File: src/rtl/fifo_burst_reader.sv
// fifo_burst_reader: drains a synchronous FIFO in fixed-length bursts and
// presents the words as a valid/ready stream with an end-of-burst marker.
// A 2-entry skid buffer absorbs the FIFO's 1-cycle registered read latency,
// and reads are credit-limited so back-pressure never drops or duplicates.
// Optional feature: define RDR_TIMEOUT_EN to flush partial bursts after
// TIMEOUT_CYC idle cycles with a non-empty FIFO below BURST_LEN.
module fifo_burst_reader #(
    parameter int unsigned DATA_W      = 8,
    parameter int unsigned CNT_W       = 7,
    parameter int unsigned BURST_LEN   = 8,
    parameter int unsigned TIMEOUT_CYC = 32
) (
    input  logic              clk,
    input  logic              rst,
    input  logic              fifo_empty,
    input  logic [CNT_W-1:0]  fifo_counter,
    input  logic [DATA_W-1:0] fifo_data_out,
    output logic              fifo_read_en,
    output logic [DATA_W-1:0] m_data,
    output logic              m_valid,
    output logic              m_last,
    input  logic              m_ready,
    output logic              busy
);

    typedef enum logic [1:0] {
        IDLE  = 2'd0,
        READ  = 2'd1,
        FLUSH = 2'd2
    } state_t;

    state_t             state;
    state_t             state_nxt;
    logic               start;
    logic [CNT_W-1:0]   len;
    logic [CNT_W-1:0]   len_nxt;
    logic [CNT_W-1:0]   issued;
    logic               inflight;
    logic               inflight_last;
    logic               read_en;
    logic               last_read;
    logic               push;
    logic               pop;
    logic [2:0]         credit;

    // Skid buffer: entry 0 is the head presented on the stream.
    logic [1:0]         occ;
    logic [DATA_W-1:0]  data0;
    logic [DATA_W-1:0]  data1;
    logic               last0;
    logic               last1;

`ifdef RDR_TIMEOUT_EN
    localparam int unsigned TMR_W = $clog2(TIMEOUT_CYC + 1);

    logic [TMR_W-1:0]   timer;
    logic               tmr_cond;
    logic               timeout;

    assign tmr_cond = (state == IDLE) && !fifo_empty &&
                      (fifo_counter < CNT_W'(BURST_LEN)) &&
                      (fifo_counter != '0);
    assign timeout  = tmr_cond && (timer == TMR_W'(TIMEOUT_CYC - 1));

    // Count consecutive idle cycles holding a partial burst; clear otherwise.
    always_ff @(posedge clk or posedge rst) begin
        if (rst) begin
            timer <= '0;
        end else if (tmr_cond && !timeout) begin
            timer <= timer + TMR_W'(1);
        end else begin
            timer <= '0;
        end
    end
`endif

    // Stream side of the skid buffer.
    assign m_valid = (occ != 2'd0);
    assign m_data  = data0;
    assign m_last  = last0 && m_valid;
    assign pop     = m_valid && m_ready;
    assign push    = inflight;
    assign busy    = (state != IDLE);

    // Slots the skid will hold after this edge if no new read is issued.
    assign credit    = 3'(occ) + 3'(inflight) - 3'(pop);
    assign read_en   = (state == READ) && !fifo_empty && (issued < len) &&
                       (credit < 3'd2);
    assign last_read = read_en && (issued == (len - CNT_W'(1)));

    assign fifo_read_en = read_en;

    // FSM state register.
    always_ff @(posedge clk or posedge rst) begin
        if (rst) begin
            state <= IDLE;
        end else begin
            state <= state_nxt;
        end
    end

    // FSM next-state: burst start, read phase, wait for last word accepted.
    always_comb begin
        state_nxt = state;
        start     = 1'b0;
        len_nxt   = len;
        case (state)
            IDLE: begin
                if (fifo_counter >= CNT_W'(BURST_LEN)) begin
                    start     = 1'b1;
                    len_nxt   = CNT_W'(BURST_LEN);
                    state_nxt = READ;
                end
`ifdef RDR_TIMEOUT_EN
                else if (timeout) begin
                    start     = 1'b1;
                    len_nxt   = fifo_counter;
                    state_nxt = READ;
                end
`endif
            end
            READ: begin
                if (last_read) begin
                    state_nxt = FLUSH;
                end
            end
            FLUSH: begin
                if (pop && last0) begin
                    state_nxt = IDLE;
                end
            end
            default: begin
                state_nxt = IDLE;
            end
        endcase
    end

    // Burst length latch, issued-read count and in-flight read tracking.
    always_ff @(posedge clk or posedge rst) begin
        if (rst) begin
            len           <= '0;
            issued        <= '0;
            inflight      <= 1'b0;
            inflight_last <= 1'b0;
        end else begin
            inflight      <= read_en;
            inflight_last <= last_read;
            if (start) begin
                len    <= len_nxt;
                issued <= '0;
            end else if (read_en) begin
                issued <= issued + CNT_W'(1);
            end
        end
    end

    // In-order 2-entry skid buffer with simultaneous push and pop.
    always_ff @(posedge clk or posedge rst) begin
        if (rst) begin
            occ   <= 2'd0;
            data0 <= '0;
            data1 <= '0;
            last0 <= 1'b0;
            last1 <= 1'b0;
        end else begin
            case ({push, pop})
                2'b10: begin
                    if (occ == 2'd0) begin
                        data0 <= fifo_data_out;
                        last0 <= inflight_last;
                    end else begin
                        data1 <= fifo_data_out;
                        last1 <= inflight_last;
                    end
                    occ <= occ + 2'd1;
                end
                2'b01: begin
                    data0 <= data1;
                    last0 <= last1;
                    occ   <= occ - 2'd1;
                end
                2'b11: begin
                    if (occ == 2'd1) begin
                        data0 <= fifo_data_out;
                        last0 <= inflight_last;
                    end else begin
                        data0 <= data1;
                        last0 <= last1;
                        data1 <= fifo_data_out;
                        last1 <= inflight_last;
                    end
                end
                default: begin
                end
            endcase
        end
    end

endmodule

File: config.mk
export PLATFORM = sky130hd
export DESIGN_NAME = fifo_burst_reader
export DESIGN_NICKNAME = d
export VERILOG_FILES = /design/src/rtl/fifo_burst_reader.sv
export SDC_FILE = /design/constraint.sdc
export NUM_CORES = 1
export LEC_CHECK = 0
export ABC_AREA = 1
export BUFFER_PORTS_ARGS = -buffer_cell sky130_fd_sc_hd__buf_4
export CORE_ASPECT_RATIO = 0.8
export CORE_MARGIN = 3
export CORE_UTILIZATION = 60
export DETAILED_ROUTE_END_ITERATION = 10
export GPL_ROUTABILITY_DRIVEN = 0
export MAX_ROUTING_LAYER = met4
export PLACE_DENSITY_LB_ADDON = 0.3
export SLEW_MARGIN = 30
export SYNTH_ARGS = -nofsm -noshare
export SYNTH_HDL_FRONTEND = slang
export SYNTH_SLANG_ARGS = --single-unit
File: constraint.sdc
create_clock -name clk -period 6.2 [get_ports clk]
set_input_delay 0.62 -clock clk [delete_from_list [all_inputs] [get_ports clk]]
set_output_delay 0.62 -clock clk [all_outputs]
set_load 0.05 [all_outputs]
==> metrics.md, run 1 <==
| Metric | Value |
|---|---|
| Status | `complete, no violations` |
| Register area | `801 µm²` |
| Synth top area cells | `dfrtp_1 (41%), nand2_1 (24%), nand3_1 (11%)` |
| CP Buf/Inv Count | `4` |
| First-pass GRT wire length | `7.40 mm` |
| Tightest Pin Transition | `0.463 ns` |
| Switching part of the total power | `49.3%` |
| Worst Path Required | `5.58 ns` |
| Reg power frac | `30.5%` |
| Crit-path cells | `inv_1 -> ha_1 -> inv_2 -> nand2_4 -> nor2_1 -> o21ai_0 -> fa_1 -> nand2_1 -> nor2_1 -> nand2_1 -> inv_1 -> buf_4` |
| DR iter-0 viols | `272` |
| Clock power share | `14.9%` |
| Cells after DPL | `339` |
| Core area | `0.00294 mm²` |
| Final setup vio count | `0` |
| Die W | `70.0 µm` |
| Post-Synthesis Cells | `276` |
| Area grow syn2layout | `17.0%` |
| Initial antenna violation count | `0` |
| Rel. slew slack | `69.1%` |
| VDD IR-drop max | `298 µV` |
| Syn Std Cell Area | `0.00196 mm²` |
| Vias in the first global route | `1,605` |
| Synth top area share | `40.8%` |
| Nets@finish | `334` |
| WL per Instance | `12.9 µm` |
| Final ANT Viol Nets | `0` |
| Rows | `17` |
| Tot Pwr | `1110 µW` |
| Setup bufs post-CTS | `0` |
| Tmin final | `3.34 ns` |
| Crit-path leading delay family | `adder cells` |
| RSZ-0062 raised after global routing | `no` |
| Critical path's slowest cell | `fa_1` |
| Setup Skew | `0.00865 ns` |
| Layout cells sized above 1 | `15.5%` |
| Cell internal pwr | `564 µW` |
| Global route total overflow | `0` |
| H-Tree Depth | `2` |
| Yosys top cell by area | `dfrtp_1` |
| Max-slew violations | `0` |
| Setup_tns | `0 ns` |
| Die area | `0.00400 mm²` |
| Mapped Nets | `302` |
| Worst skew pair latency | `0.29 ns` |
| Final Hold Viols | `0` |
| Synth Warn # | `0` |
| TritonCTS Buffers | `5` |
| Worst-case clock buffer depth | `2` |
| Final Cycle Share | `53.9%` |
| Io pins | `31` |
| Clk slew on worst S/H paths | `0.07 ns` |
| Fin util | `78.2%` |
| Worst-path maximum fanout | `5` |
| DRC violations left | `0` |
| Sw Pwr | `548 µW` |
| Antenna Cells | `0` |
| Crit start category | `register` |
| Logic pwr share | `54.7%` |
| CTS resizes | `0` |
| HPWL Detailed | `3.18 mm` |
| Initial Util | `66.9%` |
| Crit path kind | `reg2out` |
| Largest net degree at the start of global routing | `33` |
| Height of the die | `57.2 µm` |
| TritonCTS clock tree | `yes` |
| Avg Cell Area, Syn | `7.11 µm²` |
| Critical Path AT | `2.72 ns` |
| Layout fillers | `213` |
| Vias | `1,855` |
| Drt pass-1 iters | `6` |
| Tot GR Track Use | `24.3%` |
| Library cells used by synthesis | `20` |
| Hold Buf Count CTS | `0` |
| Maxcap violations | `0` |
| Pleak | `0.00131 µW` |
| Sequential area share after synthesis | `40.8%` |
| Final WL | `4.46 mm` |
| CTS sink count | `32` |
| FMAX | `299 MHz` |
| Min-Delay Path Class | `in2async` |
| Pwr dens | `484 mW/mm²` |
| I/O Buffers | `27` |
| Critical path capture point type | `output port` |
| Yosys reg bits | `32` |
| Area of the multi-input gates | `0.00106 mm²` |
| CTS Root Buffer Type | `clkbuf_8` |
| Via density | `5.35` |
| Finished Layout Cells | `347` |
| CP peak stage delay | `0.52 ns` |
==> through the flow <==
stage	worst slack (ns)	area, µm²	hold slack (ns)
2_1_floorplan	3.10	1960	0.449
3_3_place_gp	3.26	2210	0.462
3_5_place_dp	3.20	2210	0.467
4_1_cts	2.86	2300	0.433
5_1_grt	2.55	2300	0.464
6_report	2.86	2300	0.411
==> layout by cell type, fill, tap and decap left out, types with 3 or more instances in the layout <==
cell      netlist  final
nor2_1         21     21
ha_1            6      6
nand2_1       126    126
clkbuf_8        0      6
o21ai_0         4      4
buf_4           0     28
inv_1          18     18
dfrtp_1        32     32
inv_2           4      4
nand2_4         4      4
xor2_1          3      3
nand3_1        42     42
==> state kept, by name, summed over array words and instances (netlist names) <==
register / cells
last1: 1
inflight: 1
m_data: 8
state: 2
last0: 1
inflight_last: 1
issued: 7
data1: 8
len: 1
occ: 2
==> area by class of cell <==
| cell class | count | share of cell area, % |
|---|---|---|
| Clock buffer | 8 | 3.92 |
| Inverter | 24 | 3.92 |
| Multi-Input combinational cell | 217 | 46.0 |
| Sequential cell | 32 | 34.9 |
| Tap cell | 38 | 2.07 |
| Timing Repair Buffer | 28 | 9.16 |
==> per-layer routing <==
| metal | GRT usage [%] | part of all wire (%) | wire length [µm] | up-vias |
|---|---|---|---|---|
| met3 | 6.51 | 9.9 | 443 | 6 |
| met4 | 6.28 | 0.94 | 42 | 0 |
| met2 | 33.2 | 42 | 1860 | 96 |
| met1 | 35.5 | 47 | 2110 | 824 |
| met5 | - | 0 | 0 | - |
| li1 | - | - | - | 929 |
==> synthesized netlist by cell type, drive strengths merged <==
cell type	n
buf	3
a21oi	1
clkinv	2
fa	1
nor2	23
inv	22
o211ai	1
ha	6
xor2	3
nand3	42
o21ai	4
nand2	134
xnor2	2
dfrtp	32
==> power groups by stage <==
stage | Sequential [µW] | Clock, µW | Combinational, µW
after global placement | 337 | 0 | 578
final | 339 | 165 | 608
after global routing | 349 | 176 | 669
after CTS | 338 | 165 | 603
after floorplan | 414 | 0 | 373
after detailed placement | 341 | 0 | 597
==> logic make-up after synthesis <==
kind of cell / synth area share (%)
and+or+nand+nor: 45.1
DFF: 40.8
buffers and inverters: 5.35
adders and majority gates: 4.84
AOI/OAI and AO/OA: 1.66
xor gates and xnor gates: 2.23
==> worst register-to-register path, cell delays in order (launching register included) <==
cell     delay [ns]
dfrtp_1        0.43
inv_1          0.12
ha_1           0.30
inv_2          0.12
nand2_4        0.09
nor2_1         0.17
o21ai_0        0.14
fa_1           0.42
inv_1          0.09
nand2_1        0.06
nand2_1        0.08
nand2_1        0.07
nor2_1         0.33
nand3_1        0.13
nand2_1        0.09
==> path summary, 6_finish.rpt <==
| kind | to | start | cells after the start | slack (ns) |
|---|---|---|---|---|
| max | fifo_read_en | occ[1]$_DFFE_PP0P_ | 12 | 2.86 |
| max reg2reg | issued[3]$_DFFE_PP0P_ | occ[1]$_DFFE_PP0P_ | 14 | 3.52 |
| min | data1[1]$_DFFE_PP0P_ | rst | 3 | 0.41 |
| min reg2reg | m_data[5]$_DFFE_PP0P_ | m_data[5]$_DFFE_PP0P_ | 2 | 0.49 |
| min in group clk | m_data[5]$_DFFE_PP0P_ | m_data[5]$_DFFE_PP0P_ | 2 | 0.49 |
| max in group asynchronous | state[0]$_DFFE_PP0P_ | rst | 3 | 5.49 |
Note: power is estimated with default switching activity, not from simulation.
==> inputs of run 2 (changes only) <==
--- a/config.mk
+++ b/config.mk
@@ -9,7 +9,7 @@
 export BUFFER_PORTS_ARGS = -buffer_cell sky130_fd_sc_hd__buf_4
 export CORE_ASPECT_RATIO = 0.8
 export CORE_MARGIN = 3
-export CORE_UTILIZATION = 60
+export CORE_UTILIZATION = 51
 export DETAILED_ROUTE_END_ITERATION = 10
 export GPL_ROUTABILITY_DRIVEN = 0
 export MAX_ROUTING_LAYER = met4
==> constraint.sdc (replaced) <==
create_clock -name clk -period 2.84 [get_ports clk]
set_input_delay 0.284 -clock clk [delete_from_list [all_inputs] [get_ports clk]]
set_output_delay 0.284 -clock clk [all_outputs]
set_load 0.05 [all_outputs]
==> metrics.md, run 2 (synthesized netlist as in run 1, its figures left out) <==
| Metric | Value |
|---|---|
| Top sig layer | `met4` |
| Rel. slew slack | `71.5%` |
| TritonCTS clock tree | `yes` |
| Final setup vio count | `0` |
| HPWL Detailed | `3.06 mm` |
| Antenna Cells | `0` |
| CTS sink count | `32` |
| Tmin final | `2.69 ns` |
| Pwr dens | `1090 mW/mm²` |
| Crit path kind | `reg2out` |
| Rows | `19` |
| Metal1 wirelength | `2.08 mm` |
| Initial Util | `55.1%` |
| Most frequent cells in the layout | `nand2_1 (125), nand3_1 (42), dfrtp_1 (32), buf_4 (32), nor2_1 (19)` |
| Max-slew violations | `0` |
| VDD IR-drop max | `576 µV` |
| Fin util | `66.7%` |
| Tot GR Track Use | `22.0%` |
| Nets@finish | `339` |
| Height of the die | `61.5 µm` |
| TritonCTS Buffers | `5` |
| Layout cells sized above 1 | `19.1%` |
| Worst-case clock buffer depth | `2` |
| Crit start category | `register` |
| Placed inst area | `0.00223 mm²` |
| Io pins | `31` |
| Final Cell Area | `0.00238 mm²` |
| Setup Skew | `0.00337 ns` |
| Worst hold margin | `0.0887 ns` |
| Layout fillers | `314` |
| Initial antenna violation count | `0` |
| Vias | `1,832` |
| Via density | `5.15` |
| H-Tree Depth | `2` |
| Worst-path maximum fanout | `4` |
| Critical Path AT | `2.41 ns` |
| Tot Pwr | `2580 µW` |
| Worst-case reg-to-reg path depth | `14` |
| Min-Delay Path Class | `in2async` |
| Clk slew on worst S/H paths | `0.07 ns` |
| Worst skew pair latency | `0.28 ns` |
| I/O Buffers | `27` |
| Critical path capture point type | `output port` |
| DR iter-0 viols | `135` |
| Core area | `0.00357 mm²` |
| Setup crit end | `fifo_read_en` |
| Most common cell after layout, fill and taps aside | `nand2_1` |
| Final WL | `4.50 mm` |
| Worst setup path startpoint | `occ[1]$_DFFE_PP0P_` |
| WL per Instance | `12.6 µm` |
| DRC violations left | `0` |
| Global route total overflow | `0` |
| Status | `complete, no violations` |
| RR Startpoint | `occ[1]$_DFFE_PP0P_` |
| Die area | `0.00463 mm²` |
| Worst reg2reg setup slack | `0.39 ns` |
| CTS Root Buffer Type | `clkbuf_8` |
| Largest net degree at the start of global routing | `33` |
| FMAX | `371 MHz` |
| Final Cycle Share | `94.9%` |
| Pleak | `0.00134 µW` |
| Wire length on met2 | `1.96 mm` |
| Maxcap violations | `0` |
| Drt pass-1 iters | `4` |
| Area grow syn2layout | `21.2%` |
| First-pass GRT wire length | `7.49 mm` |
| Tightest Pin Transition | `0.427 ns` |
| Routed wl met3 | `421 µm` |
| Worst Path Required | `2.56 ns` |
| Final Hold Viols | `0` |
| Vias in the first global route | `1,619` |
| Die W | `75.4 µm` |
| Worst reg2reg endpoint | `issued[0]$_DFFE_PP0P_` |
| Final ANT Viol Nets | `0` |
run 2: cell count changes in the layout (fill, tap and decap cells not counted), sizes merged:
cell / change
buf: +5
bufinv: +1
clkbuf: -2
clkinv: +1
run 2: through the flow:
stage	instances	setup slack, ns	setup TNS [ns]
6_report	356	0.145	0
5_1_grt	356	-0.0133	-0.0133
3_3_place_gp	345	0.268	0
4_1_cts	355	0.0251	0
2_1_floorplan	276	0.0736	0
3_5_place_dp	345	0.219	0
run 2: cell type report:
| type | instances | area (µm²) | share of cell area [%] |
|---|---|---|---|
| multi-input cells | 217 | 1080 | 45.3 |
| well taps | 42 | 52.6 | 2.21 |
| inverters | 24 | 90.1 | 3.79 |
| flip-flops and latches | 32 | 801 | 33.6 |
| clock buffers | 6 | 72.6 | 3.05 |
| clock inverters | 2 | 35.0 | 1.47 |
| repair buffers | 33 | 251 | 10.6 |
run 2: repair_timing:
item | in CTS | in global routing
gates cloned | 0 | 0
endpoints found under the setup margin | 1 | 1
gates resized for setup | 0 | 10
buffers inserted | 2 | 1
hold buffers | 0 | 0
pin swaps | 0 | 3
run 2: power breakdown:
part	internal [µW]	switching, µW	leakage, µW
clock	260	170	0.0000552
combinational	479	947	0.000881
sequential	614	113	0.000406
total	1350	1230	0.00134
run 2: worst min-delay path by stage:
stage | from | to | slack [ns]
floorplan | rst | data1[0]$_DFFE_PP0P_ | 0.40
global placement | rst | m_data[2]$_DFFE_PP0P_ | 0.40
detailed placement | rst | m_data[2]$_DFFE_PP0P_ | 0.41
CTS | rst | m_data[2]$_DFFE_PP0P_ | 0.1
global route | rst | issued[1]$_DFFE_PP0P_ | 0.12
finish | rst | issued[0]$_DFFE_PP0P_ | 0.09
run 2: routing by layer:
metal  track usage (%)  vias to the layer above
met5                 -                        -
met4              4.99                        0
met3              5.55                        6
met2              31.5                       76
met1              31.3                      810
li1                  -                      940
run 2: worst max-delay path: stages, from the launching register on:
cell and delay [ns]:
dfrtp_1 0.39, inv_2 0.09, ha_2 0.19, buf_4 0.15, nor2_4 0.06, nor2_1 0.09, o21ai_1 0.09, fa_1 0.59
nand2_1 0.07, nor2_2 0.12, nand2_2 0.09, inv_2 0.07, buf_6 0.15
==> inputs of run 3 (changes only) <==
--- a/config.mk
+++ b/config.mk
@@ -9,7 +9,7 @@
 export BUFFER_PORTS_ARGS = -buffer_cell sky130_fd_sc_hd__buf_4
 export CORE_ASPECT_RATIO = 0.8
 export CORE_MARGIN = 3
-export CORE_UTILIZATION = 51
+export CORE_UTILIZATION = 25
 export DETAILED_ROUTE_END_ITERATION = 10
 export GPL_ROUTABILITY_DRIVEN = 0
 export MAX_ROUTING_LAYER = met4
==> metrics.md, run 3 (synthesized netlist as in run 1, its figures left out) <==
| Metric | Value |
|---|---|
| I/O Buffers | `27` |
| Logic pwr share | `56.3%` |
| Final setup vio count | `0` |
| Final Cell Area | `0.00246 mm²` |
| Clock power share | `14.9%` |
| Height of the die | `85.3 µm` |
| Initial antenna violation count | `0` |
| Layout fillers | `828` |
| TritonCTS clock tree | `yes` |
| CTS sink count | `32` |
| VDD IR-drop max | `286 µV` |
| Switching part of the total power | `48.5%` |
| FMAX | `370 MHz` |
| Maxcap violations | `0` |
| Cell internal pwr | `1310 µW` |
| Crit start category | `register` |
| Pwr dens | `1030 mW/mm²` |
| Io pins | `31` |
| Die W | `105 µm` |
| Layout cells sized above 1 | `19.2%` |
| Area grow syn2layout | `25.6%` |
| Status | `complete, no violations` |
| CP Buf/Inv Count | `4` |
| CP peak stage delay | `0.58 ns` |
| Drt pass-1 iters | `4` |
| Core area | `0.00750 mm²` |
| Critical path capture point type | `output port` |
| Via density | `4.32` |
| Crit path kind | `reg2out` |
| Nets@finish | `342` |
| Pleak | `0.00135 µW` |
| Sw Pwr | `1240 µW` |
| Tmin final | `2.70 ns` |
| WL per Instance | `11.7 µm` |
| CTS Root Buffer Type | `clkbuf_8` |
| H-Tree Depth | `2` |
| Reg power frac | `28.8%` |
| Final worst slack | `0.137 ns` |
| Worst skew pair latency | `0.29 ns` |
| Max-slew violations | `0` |
| Die area | `0.00896 mm²` |
| Critical path's slowest cell | `fa_1` |
| Min-Delay Path Class | `in2async` |
| Largest net degree at the start of global routing | `33` |
| Tot GR Track Use | `12.4%` |
| Rows | `28` |
| Crit-path cells | `inv_2 -> ha_2 -> inv_2 -> nand2_4 -> nor2_4 -> o21ai_1 -> fa_1 -> nand2_1 -> nor2_2 -> nand2_1 -> inv_1 -> buf_6` |
| Place WS | `0.252 ns` |
| Vias in the first global route | `1,756` |
| Hold Buf Count CTS | `0` |
| Final Hold Viols | `0` |
| Placed inst area | `0.00230 mm²` |
| Most common cell after layout, fill and taps aside | `nand2_1` |
| Final Cycle Share | `95.2%` |
| Worst-case clock buffer depth | `2` |
| DRC violations left | `0` |
| Worst-path maximum fanout | `5` |
| Initial Util | `26.2%` |
| Setup Skew | `0.0138 ns` |
| Most frequent cells in the layout | `nand2_1 (126), nand3_1 (42), buf_4 (34)` |
| DR iter-0 viols | `145` |
| Final ANT Viol Nets | `0` |
| Antenna Cells | `0` |
| Setup_tns | `0 ns` |
| Worst hold margin | `0.0876 ns` |
| Global route total overflow | `0` |
| TritonCTS Buffers | `5` |
| First-pass GRT wire length | `8.68 mm` |
| HPWL Detailed | `3.44 mm` |
| Vias | `1,824` |
| Tightest Pin Transition | `0.435 ns` |
| Critical Path AT | `2.42 ns` |
| Crit-path leading delay family | `adder cells` |
| Final WL | `4.96 mm` |
| Clk slew on worst S/H paths | `0.08 ns` |
| Worst Path Required | `2.56 ns` |
| Rel. slew slack | `71.0%` |
-- run 3: power by group through the flow --
stage | combinational, µW | clock, µW | sequential (µW)
2_1_floorplan | 815 | 0 | 903
3_3_place_gp | 1320 | 0 | 745
3_5_place_dp | 1340 | 0 | 747
4_1_cts | 1380 | 395 | 730
5_1_grt | 1610 | 415 | 757
6_report | 1440 | 380 | 734
-- run 3: through the flow --
step	power, µW	cells	utilization, %
6_report	2550	422	32.9
5_1_grt	2780	422	32.9
4_1_cts	2500	418	32.1
3_5_place_dp	2090	408	30.7
3_3_place_gp	2070	408	30.7
2_1_floorplan	1720	276	-
-- run 3: what timing repair did --
item | 4_1_cts | 5_1_grt
buffers inserted | 2 | 4
setup endpoints to repair | 1 | 1
pin swaps | 0 | 2
gates resized for setup | 0 | 10
-- run 3: layer usage --
layer	wire [µm]	up-vias	GRT usage [%]	part of all wire (%)
met5	0	-	-	0
met4	36	0	3.58	0.73
met3	212	4	2.59	4.3
met2	2230	37	18.4	45
met1	2480	838	17.1	50
li1	-	945	-	-
-- run 3: worst reg2reg max path, cell delays in order (launching register included) --
cell and delay [ns]:
dfrtp_1 0.39, inv_2 0.05, ha_2 0.19, inv_2 0.08, nand2_4 0.10, nor2_4 0.13, o21ai_1 0.10, fa_1 0.47
inv_1 0.09, nand2_1 0.05, nand2_1 0.08, nand2_1 0.08, nor2_1 0.32, nand3_1 0.11, nand2_1 0.09
-- run 3: final cells by class --
class / count / area [µm²] / area share (%)
Multi-Input combinational cell: 217 / 1070 / 43.6
Timing Repair Buffer: 36 / 278 / 11.3
Clock buffer: 8 / 90.1 / 3.65
Tap cell: 105 / 131 / 5.33
Inverter: 24 / 90.1 / 3.65
Sequential cell: 32 / 801 / 32.5
-- run 3: path summary, 6_finish.rpt --
kind	startpoint	to	slack, ns	cells past startpoint
setup / recovery	occ[0]$_DFFE_PP0P_	fifo_read_en	0.14	12
hold / removal	rst	issued[4]$_DFFE_PP0P_	0.09	3
setup reg to reg	occ[0]$_DFFE_PP0P_	issued[1]$_DFFE_PP0P_	0.45	14
hold reg to reg	m_data[2]$_DFFE_PP0P_	m_data[2]$_DFFE_PP0P_	0.49	2
max in group asynchronous	rst	m_data[3]$_DFFE_PP0P_	2.43	3
min in group clk	fifo_data_out[2]	data1[2]$_DFFE_PP0P_	0.25	3
